**src/rtl/pipe_bundle_reg.sv**
```systemverilog
// Purpose  : elastic pipeline register for a LANES-wide instruction bundle, with a 2-entry skid buffer.
// Latency  : 1 cycle from an accepted bundle to out_valid. Sustains 1 bundle/cycle while out_ready stays high.
// Backpres.: in_ready is decoded from registered state only (low when both entries are full); no comb path from out_ready.
//
// Ports:
//   clk, reset_n          rising-edge clock, asynchronous active-low reset
//   flush                 synchronous discard-all. It has the highest priority and leaves the block empty.
//   in_valid/in_ready     per-lane valid of the offered bundle, and the bundle-level ready
//   in_ctrl/in_data       lane i at [i*CTRL_W +: CTRL_W] / [i*DATA_W +: DATA_W]
//   out_valid/out_ready   per-lane valid of the head bundle, and the bundle-level downstream accept
//   out_ctrl/out_data     head bundle contents
//   occupancy             number of bundles held (0..2)
// Optional: define PIPE_BUNDLE_PERF_CNT_EN to add the saturating stall_cnt and flush_cnt outputs.
module pipe_bundle_reg #(
    parameter int LANES  = 2,
    parameter int CTRL_W = 15,
    parameter int DATA_W = 143
) (
    input  logic                     clk,
    input  logic                     reset_n,
    input  logic                     flush,
    input  logic [LANES-1:0]         in_valid,
    output logic                     in_ready,
    input  logic [LANES*CTRL_W-1:0]  in_ctrl,
    input  logic [LANES*DATA_W-1:0]  in_data,
    output logic [LANES-1:0]         out_valid,
    input  logic                     out_ready,
    output logic [LANES*CTRL_W-1:0]  out_ctrl,
    output logic [LANES*DATA_W-1:0]  out_data,
    output logic [1:0]               occupancy
`ifdef PIPE_BUNDLE_PERF_CNT_EN
    ,
    output logic [31:0]              stall_cnt,
    output logic [31:0]              flush_cnt
`endif
);

    typedef struct packed {
        logic [LANES-1:0]        vld;
        logic [LANES*CTRL_W-1:0] ctrl;
        logic [LANES*DATA_W-1:0] data;
    } bundle_t;

    // The encoding equals the number of bundles held.
    typedef enum logic [1:0] {
        ST_EMPTY = 2'd0,
        ST_ONE   = 2'd1,
        ST_TWO   = 2'd2
    } state_t;

    state_t  state_q, state_d;
    bundle_t main_q, main_d;   // head entry; drives the outputs directly
    bundle_t skid_q, skid_d;   // second entry; filled only while the head is stalled
    bundle_t in_bundle;

    logic push;
    logic pop;

    // A lane that is not valid is captured as a bubble: its control field is forced to
    // zero so downstream stages see a no-op. Its data is captured as-is.
    always_comb begin
        in_bundle.vld  = in_valid;
        in_bundle.data = in_data;
        in_bundle.ctrl = '0;
        for (int i = 0; i < LANES; i++) begin
            if (in_valid[i]) begin
                in_bundle.ctrl[i*CTRL_W +: CTRL_W] = in_ctrl[i*CTRL_W +: CTRL_W];
            end
        end
    end

    assign in_ready = (state_q != ST_TWO);
    assign push     = (|in_valid) && in_ready && !flush;
    assign pop      = (|main_q.vld) && out_ready;

    always_comb begin
        state_d = state_q;
        main_d  = main_q;
        skid_d  = skid_q;
        if (flush) begin
            // Drop everything, including any bundle offered this cycle. The head data
            // is left stale because it is meaningless once out_valid is low.
            state_d     = ST_EMPTY;
            main_d.vld  = '0;
            main_d.ctrl = '0;
            skid_d.vld  = '0;
            skid_d.ctrl = '0;
        end else begin
            case (state_q)
                ST_EMPTY: begin
                    if (push) begin
                        main_d  = in_bundle;
                        state_d = ST_ONE;
                    end
                end
                ST_ONE: begin
                    if (push && pop) begin
                        main_d = in_bundle;
                    end else if (push) begin
                        skid_d  = in_bundle;
                        state_d = ST_TWO;
                    end else if (pop) begin
                        main_d.vld  = '0;
                        main_d.ctrl = '0;
                        state_d     = ST_EMPTY;
                    end
                end
                ST_TWO: begin
                    // in_ready is low here, so only a pop can occur.
                    if (pop) begin
                        main_d      = skid_q;
                        skid_d.vld  = '0;
                        skid_d.ctrl = '0;
                        state_d     = ST_ONE;
                    end
                end
                default: begin
                    state_d = ST_EMPTY;
                    main_d  = '0;
                    skid_d  = '0;
                end
            endcase
        end
    end

    always_ff @(posedge clk or negedge reset_n) begin
        if (!reset_n) begin
            state_q <= ST_EMPTY;
            main_q  <= '0;
            skid_q  <= '0;
        end else begin
            state_q <= state_d;
            main_q  <= main_d;
            skid_q  <= skid_d;
        end
    end

    assign out_valid = main_q.vld;
    assign out_ctrl  = main_q.ctrl;
    assign out_data  = main_q.data;

    always_comb begin
        case (state_q)
            ST_ONE:  occupancy = 2'd1;
            ST_TWO:  occupancy = 2'd2;
            default: occupancy = 2'd0;
        endcase
    end

`ifdef PIPE_BUNDLE_PERF_CNT_EN
    logic [31:0] stall_cnt_q, stall_cnt_d;
    logic [31:0] flush_cnt_q, flush_cnt_d;

    // Both counters saturate rather than wrap, so a long run never reads as a short one.
    always_comb begin
        stall_cnt_d = stall_cnt_q;
        flush_cnt_d = flush_cnt_q;
        if ((|main_q.vld) && !out_ready && (stall_cnt_q != 32'hFFFF_FFFF)) begin
            stall_cnt_d = stall_cnt_q + 32'd1;
        end
        // Count only flushes that actually discard something (held or offered).
        if (flush && ((state_q != ST_EMPTY) || (|in_valid)) && (flush_cnt_q != 32'hFFFF_FFFF)) begin
            flush_cnt_d = flush_cnt_q + 32'd1;
        end
    end

    always_ff @(posedge clk or negedge reset_n) begin
        if (!reset_n) begin
            stall_cnt_q <= '0;
            flush_cnt_q <= '0;
        end else begin
            stall_cnt_q <= stall_cnt_d;
            flush_cnt_q <= flush_cnt_d;
        end
    end

    assign stall_cnt = stall_cnt_q;
    assign flush_cnt = flush_cnt_q;
`endif

endmodule

```
**config.mk**
```make
export PLATFORM = sky130hd
export DESIGN_NAME = pipe_bundle_reg
export DESIGN_NICKNAME = d
export VERILOG_FILES = /design/src/rtl/pipe_bundle_reg.sv
export SDC_FILE = /design/constraint.sdc
export NUM_CORES = 1
export LEC_CHECK = 0
export CORE_MARGIN = 2
export CORE_UTILIZATION = 43
export CTS_BUF_LIST = sky130_fd_sc_hd__clkbuf_16
export DETAILED_ROUTE_END_ITERATION = 8
export GPL_TIMING_DRIVEN = 0
export PLACE_DENSITY = 0.71
export SLEW_MARGIN = 15
export SYNTH_ARGS = -nofsm -noshare
export SYNTH_HDL_FRONTEND = slang
export SYNTH_SLANG_ARGS = --single-unit
```
**constraint.sdc**
```tcl
create_clock -name clk -period 2.2 [get_ports clk]
set_input_delay 0.33 -clock clk [delete_from_list [all_inputs] [get_ports clk]]
set_output_delay 0.33 -clock clk [all_outputs]
set_load 0.1 [all_outputs]
```
## Yosys cells after proc, flatten, opt, wreduce, memory -nomap -nowiden

Index checks and enable logic that the tools add are counted.

- Eq/ne operators: 16
- Mux-type cells: 22
- Bitwise logic cells: 2
- Reductions and logical operators: 14

Operator list:

| kind | count |
|---|---|
| two-way mux 318 bit | 3 |
| one-hot mux 318 bit (3 select lines) | 1 |
| one-hot mux 286 bit (2 select lines) | 1 |
| two-way mux 286 bit | 1 |
| two-way mux 32 bit | 5 |
| one-hot mux 32 bit (3 select lines) | 1 |
| two-way mux 15 bit | 2 |
| AND reduction 4 bit | 5 |
| inequality test 2 bit (second input constant) | 7 |
| two-way mux 2 bit | 6 |
| inequality test 3 bit (second input constant) | 4 |
| inequality test 4 bit (second input constant) | 3 |
| one-hot mux 2 bit (3 select lines) | 1 |
| OR reduction 2 bit | 3 |
| logical AND 1 bit | 4 |
| one-hot mux 2 bit (2 select lines) | 1 |
| == test 2 x 1 -> 1 bit (second input constant) | 1 |
| == test 2 bit (second input constant) | 1 |
| logical NOT 2 bit | 1 |
| inverter 1 bit | 2 |
| logical NOT 1 bit | 1 |

- Register bits: 638
- Bits of input ports: 322
- Output and inout port bits: 321
- Logic and storage cells: 61

## Longest topological paths before layout

Gate-level depths: netlist of the first run.

- Depth after elaboration: 7
- Mapped depth: 9
- Depth with buffers taken out: 4

## Worst setup path before layout of the first run

OpenSTA, ideal clock, no wires.

- Path type: register to output
- Start point: register state_q[0]
- End point: output port in_ready
- Arrival time: 2.715 ns
- Data required time: 1.870 ns
- Path slack: -0.845 ns
- Stages on the path, launching flop included: 6
- Path buffers: 3
- Cell sequence: dfrtp_1 -> nor2b_1 -> buf_2 -> clkbuf_1 -> clkbuf_1 -> inv_1

- Cells in the longest elaborated chain, start to end: 1

RTL lines:

| what | RTL line | source |
|---|---|---|
| start: declaration | 51 | `state_t state_q, state_d;` |
| start signal: assignment | 132 | `state_q <= state_d;` |
| inequality test 2 bit | 72 | `assign in_ready = (state_q != ST_TWO);` |
| end: declaration | 23 | `output logic in_ready,` |

Every way passes these cells.

## Worst setup path in the final report of the first run

- Start point: register state_q[1]
- End point: register main_q (netlist bit out_data[142])

- Cells in the longest elaborated chain, start to end: 6
- Elaborated cells on any way between the ends: 12

RTL lines:

| what | RTL line | source |
|---|---|---|
| inequality test 2 bit | 72 |  |
| logical AND 1 bit (2 in series) | 73 | `assign push = (\|in_valid) && in_ready && !flush;` |
| logical AND 1 bit | 97 | `if (push && pop) begin` |
| inequality test 2 bit (no source line) | n/a |  |
| AND reduction 4 bit (no source line) | n/a |  |
| end signal: assignment | 133 | `main_q <= main_d;` |
| end: declaration | 52 | `bundle_t main_q, main_d;` |

Several ways; a longest one is shown, not always the timed one.
A chain may end at the register's enable or synchronous reset.

==> flow_summary.ini, run 1 <==
[run_status]
status = finished, violations left
violations = hold timing

[detailed_routing]
finalWirelength_um = 95800
ant_nets = 0
remaining_drc_errors = 0
wire_per_inst_um = 27.0
first_pass_iters = 5
vias = 22100
vias_per_cell = 6.23
drt_iter0_drc = 1698

[cells_and_area]
final_common_cell = dfrtp_1
fin_nets = 2956
fin_util = 0.609
area_delta_synth_final_pct = 40.4
multi_input_area_mm2 = 0.0109
ff_latch_area_mm2 = 0.0160
nFillCells = 4837
drive_gt1_frac = 0.312
layout_common_cells = 636 x dfrtp_1, 331 x a22o_1, 319 x clkdlybuf4s50_1

[place]
dp_hpwl_um = 67200
place_ws_ps = -1100
port_buffers = 641
gp_congestion = 0.895

[synthesis]
synth_top_area_frac = 0.585
syn_area_mm2 = 0.0273
yosys_warnings = 0
ys_seq_elements = 638
synth.area.top_cells = dfrtp_1 58%, a2bb2oi_2 12%, a22o_1 11%
yosysTopAreaCell = dfrtp_1
yosysSeqAreaShare = 0.585
synth_fp_nets = 2228
avgSynthCellArea_um2 = 14.3
ys_async_sr_fraction = 1.00
synth-edff-count = 0
ys_types = 38
synth_ff_type = dfrtp_1
syn_inst = 1906

[grt]
grt_max_degree = 104
grt_pass1_wl_um = 144000
grt_antenna_before_repair = 31
overflow = 0
track_usage = 0.283
grt_pass1_vias = 22700

[cts]
numCtsBuffers = 70
root_buffer = clkbuf_16
cts.clk_slew.worst_paths_ps = 60
insertion_delay_ps = 600
cts_buffer_depth = 3
cts.sink_count = 638
cts_tree = yes
cts-htree-levels = 3

[timing]
clock_skew_ps = 17.1
worst_pin_slew_ps = 1030
max_freq_mhz = 459
fin_crit_ps = 2180
rsz0062_at_grt = true
hold_viol_final = 82
finalCritPeriodShare = 0.990
timing.slew.headroom = 0.315
maxSlewViolCount = 0
fin_ws_ps = 21.7
hold_slack_ps = -273
setup_viol_count_final = 0

[pwr]
leakage_nw = 16.0
power_frac_clock = 0.192
seqPwrFrac = 0.316
power_w = 0.0617
vdd.ir_drop.worst_mv = 0.857
switching_share = 0.485
p_comb_frac = 0.491
intPower_w = 0.0318
net-switching-power_w = 0.0299
power.density_mw_per_mm2 = 1610

[setup_path]
arrival_ps = 2640
crit_fanout = 10
start_kind = flop
worstPathRequired_ps = 2670
cp-end-kind = flop
worst-setup-path-type = flop to flop

[worst_hold_path]
min_path_type = primary input to asynchronous set/reset pin

[die]
initial_core_util = 0.434
die_h_um = 256
die_w_um = 256
coreArea_mm2 = 0.0630
io_pins = 643
rows = 92
dieArea_mm2 = 0.0655

[run]
cap_viol_max_count = 0
cell type report:
cell class              count  share of cell area
diodes                     18             0.00117
plain buffers             244              0.0400
well taps                 846              0.0276
inverters                   3            0.000392
multi-input cells        1020               0.284
flip-flops and latches    638               0.416
clock buffers              72              0.0470
clock inverters            51              0.0124
repair buffers            657               0.171
routing by layer:
| layer | share of wire | track usage | vias up |
|---|---|---|---|
| met1 | 0.40 | 0.361 | 11600 |
| met2 | 0.49 | 0.456 | 888 |
| met4 | 0.039 | 0.123 | 20 |
| met3 | 0.074 | 0.0739 | 224 |
| li1 | - | - | 9404 |
| met5 | 0.0014 | 0 | - |
stage by stage:
stage	hold WS [ps]	cells	instance area [um^2]	TNS [ps]
after global placement	462	3393	34800	-
after global routing	-236	3547	38300	-860
after floorplan	34.4	1906	27300	0
after CTS	-262	3529	37500	0
final	-273	3549	38300	0
after detailed placement	388	3399	35000	-430760
power by group through the flow:
stage                     logic (W)  clock network [W]  registers, W
after floorplan             0.00803                  0        0.0337
after global placement       0.0304                  0        0.0192
after detailed placement     0.0308                  0        0.0193
after CTS                    0.0300             0.0120        0.0192
after global routing         0.0312             0.0125        0.0199
final                        0.0303             0.0119        0.0195
synthesized netlist by cell type (2+ instances only):
| library cell | n |
|---|---|
| a21o_1 | 3 |
| buf_2 | 91 |
| a221oi_1 | 287 |
| nor3_1 | 3 |
| buf_6 | 25 |
| nand2b_1 | 3 |
| inv_1 | 2 |
| a32o_1 | 15 |
| nand2_1 | 2 |
| a22o_1 | 331 |
| nor2_1 | 8 |
| dfrtp_1 | 638 |
| a21oi_1 | 33 |
| a2bb2oi_1 | 76 |
| a2bb2oi_2 | 210 |
| buf_1 | 5 |
| clkbuf_1 | 121 |
| o2bb2ai_1 | 32 |
| buf_8 | 2 |
worst max-delay path, cell delays in order, from the launching register on:
cell       delay (ps)
dfrtp_1           400
nor2b_1           140
buf_4             170
a21o_1            160
clkbuf_4          200
buf_4             230
clkbuf_2          260
a221oi_1          350
a2bb2oi_2         100
cell families (layout without fill, tap and decap cells):
group                  Yosys count  count (layout)  synth area share
AO/OA/AOI/OAI                  995             995             0.363
flip-flops                     638             638             0.585
buffers and inverters          248            1027            0.0461
AND/OR/NAND/NOR                 25              25           0.00596
other                            0              18                 0
worst paths after layout:
check	depth (start not counted)	to	from	slack [ps]
min in group clk	4	out_ctrl[19]	in_valid[1]	320
worst max-delay path	8	out_data[142]	state_q[1]	20
worst max register to register	8	out_data[142]	state_q[1]	20
worst min-delay path	1	out_data[228]	reset_n	-270
worst min register to register	1	skid_q[316]	skid_q[316]	480
max in group asynchronous	4	out_data[47]	reset_n	620
sequential cells by signal, summed over array words and instances (netlist names):
name / flops
skid_q: 318
out_data: 286
out_ctrl: 30
out_valid: 2
state_q: 2
what timing repair did:
action	4_1_cts	5_1_grt
gates resized for setup	755	340
setup buffers	8	1
pin swaps	2	1
hold endpoints to repair	82	82
cloned	0	1
setup endpoints to repair	896	537
Power figures use the tool's default switching activity.
==> run 2, diff against run 1 <==
--- a/config.mk
+++ b/config.mk
@@ -8,9 +8,11 @@
 export CORE_MARGIN = 2
 export CORE_UTILIZATION = 43
 export CTS_BUF_LIST = sky130_fd_sc_hd__clkbuf_16
+export CTS_CLUSTER_DIAMETER = 80
 export DETAILED_ROUTE_END_ITERATION = 8
 export GPL_TIMING_DRIVEN = 0
 export PLACE_DENSITY = 0.71
+export SKIP_LAST_GASP = 1
 export SLEW_MARGIN = 15
 export SYNTH_ARGS = -nofsm -noshare
 export SYNTH_HDL_FRONTEND = slang
==> run 2 against run 1 <==
Net effect:
- the flow finishes with violations (hold timing, setup timing)
- first-iteration DRC count fell by 0.94%
- combinational power about the same
- register-to-register slack worse by 20 ps
- critical path depth did not move
- maximum frequency is 1.0% lower
- sequential cell count stayed put
- sequential power about the same
- cell area decreased by 0.34%
- wire length fell by 0.34%
- largest cell class unchanged
==> flow_summary.ini, run 2 (synthesis gave the netlist of run 1 again) <==
[pwr]
switching_share = 0.484
power.density_mw_per_mm2 = 1610
power_w = 0.0616
net-switching-power_w = 0.0298
p_comb_frac = 0.491
leakage_nw = 15.9
vdd.ir_drop.worst_mv = 0.860
intPower_w = 0.0318
seqPwrFrac = 0.316
power_frac_clock = 0.193

[cells_and_area]
fin_util = 0.607
area_delta_synth_final_pct = 39.9
fin_nets = 2956
registers.top_by_ff_count = skid_q
layout_common_cells = 636 x dfrtp_1, 331 x a22o_1, 319 x clkdlybuf4s50_1
nFillCells = 4852
final_common_cell = dfrtp_1
drive_gt1_frac = 0.305
largest_reg_flops = 318

[timing]
hold_viol_final = 82
maxSlewViolCount = 0
fin_setup_tns_ps = -1.32
worst_pin_slew_ps = 1030
timing.slew.headroom = 0.313
finalCritPeriodShare = 1.00
setup_viol_count_final = 1
rsz0062_at_grt = true
clock_skew_ps = 17.1
fin_crit_ps = 2200
max_freq_mhz = 454
fin_ws_ps = -1.32
hold_slack_ps = -278

[cts]
cts-htree-levels = 3
cts_tree = yes
cts.sink_count = 638
insertion_delay_ps = 600
numCtsBuffers = 70
cts.clk_slew.worst_paths_ps = 60
root_buffer = clkbuf_16
cts_buffer_depth = 3

[setup_path]
cp_top_family = buffers and inverters
worst-setup-path-type = flop to flop
worstPathRequired_ps = 2670
r2r_slack_ps = -1
cp-endpoint = out_data[142]
rr_startpoint = state_q[1]
reg2reg_depth = 8
cp-end-kind = flop
cpMaxStageDelayCell = dfrtp_1
arrival_ps = 2670
crit_chain = nor2b_1, buf_4, a21o_1, clkbuf_4, buf_4, clkbuf_2, a221oi_1, a2bb2oi_2
start_kind = flop
crit_fanout = 10
path_depth = 8
cpMostUsedCell = buf_4
cp-startpoint = state_q[1]
path_buf_inv = 4
slowest_delay_ps = 410
reg2reg_to = out_data[142]

[die]
rows = 92
die_h_um = 256
die_w_um = 256
coreArea_mm2 = 0.0630
initial_core_util = 0.434
dieArea_mm2 = 0.0655
io_pins = 643

[grt]
grt_max_degree = 104
grt_antenna_before_repair = 31
track_usage = 0.283
overflow = 0
grt_pass1_vias = 22700
grt_pass1_wl_um = 144000

[run]
cap_viol_max_count = 0

[place]
gp_congestion = 0.895
port_buffers = 641
place_ws_ps = -1100
dp_hpwl_um = 67200

[detailed_routing]
remaining_drc_errors = 0
first_pass_iters = 5
vias = 22200
ant_nets = 0
finalWirelength_um = 95400
vias_per_cell = 6.24
drt_iter0_drc = 1682
wire_per_inst_um = 26.9

[run_status]
violations = hold timing, setup timing
status = finished, violations left

[worst_hold_path]
min_path_type = primary input to asynchronous set/reset pin
[run 2: changes by cell type in the layout (fill, tap and decap cells not counted), sizes merged]
| cell | delta |
|---|---|
| buf | +1 |
| clkbuf | -1 |
[run 2: what timing repair did]
action                     4_1_cts  5_1_grt
resized for setup              755      316
gates cloned                     0        1
setup endpoints to repair      896      537
hold endpoints to repair        82       82
pin swaps                        2        1
setup buffers                    8        1
[run 2: worst min path at each step]
stage / startpoint / endpoint / slack [ps] / depth (start not counted)
finish: reset_n / out_data[228] / -280 / 1
global route: reset_n / out_data[223] / -240 / 1
CTS: reset_n / out_data[228] / -260 / 1
detailed placement: reset_n / skid_q[232] / 390 / 1
global placement: skid_q[317] / skid_q[317] / 460 / 1
floorplan: reset_n / out_ctrl[0] / 30 / 0
[run 2: per-stage QoR]
stage | std cells | instance area, um^2
floorplan | 1906 | 27300
global placement | 3393 | 34800
detailed placement | 3399 | 35000
CTS | 3529 | 37500
global route | 3547 | 38200
finish | 3549 | 38200
[run 2: routing by layer]
metal	global-route usage	share of wire	vias up
met4	0.123	0.042	20
met5	0	0.0014	-
li1	-	-	9387
met3	0.0739	0.075	231
met2	0.456	0.48	962
met1	0.361	0.40	11600
[run 2: power groups by stage]
stage	registers (W)	logic, W	clock network, W
6_report	0.0195	0.0303	0.0119
5_1_grt	0.0199	0.0312	0.0125
4_1_cts	0.0192	0.0300	0.0120
3_5_place_dp	0.0193	0.0308	0
3_3_place_gp	0.0192	0.0304	0
2_1_floorplan	0.0337	0.00803	0
[run 2: final cells by class]
type	count	area [um^2]	area share
Sequential cell	638	16000	0.418
Multi-Input combinational cell	1020	10800	0.282
Timing Repair Buffer	657	6570	0.172
Clock buffer	72	1800	0.0471
Buffer	244	1510	0.0395
Tap cell	846	1060	0.0277
Clock inverter	51	474	0.0124
Antenna cell	18	45.0	0.00118
Inverter	3	15.0	0.000393
==> run 3, diff against run 2 <==
--- a/config.mk
+++ b/config.mk
@@ -11,6 +11,7 @@
 export CTS_CLUSTER_DIAMETER = 80
 export DETAILED_ROUTE_END_ITERATION = 8
 export GPL_TIMING_DRIVEN = 0
+export HOLD_SLACK_MARGIN = 0.12
 export PLACE_DENSITY = 0.71
 export SKIP_LAST_GASP = 1
 export SLEW_MARGIN = 15
==> results of run 3 <==
Final layout, timing and power as in run 2 (identical DEF).
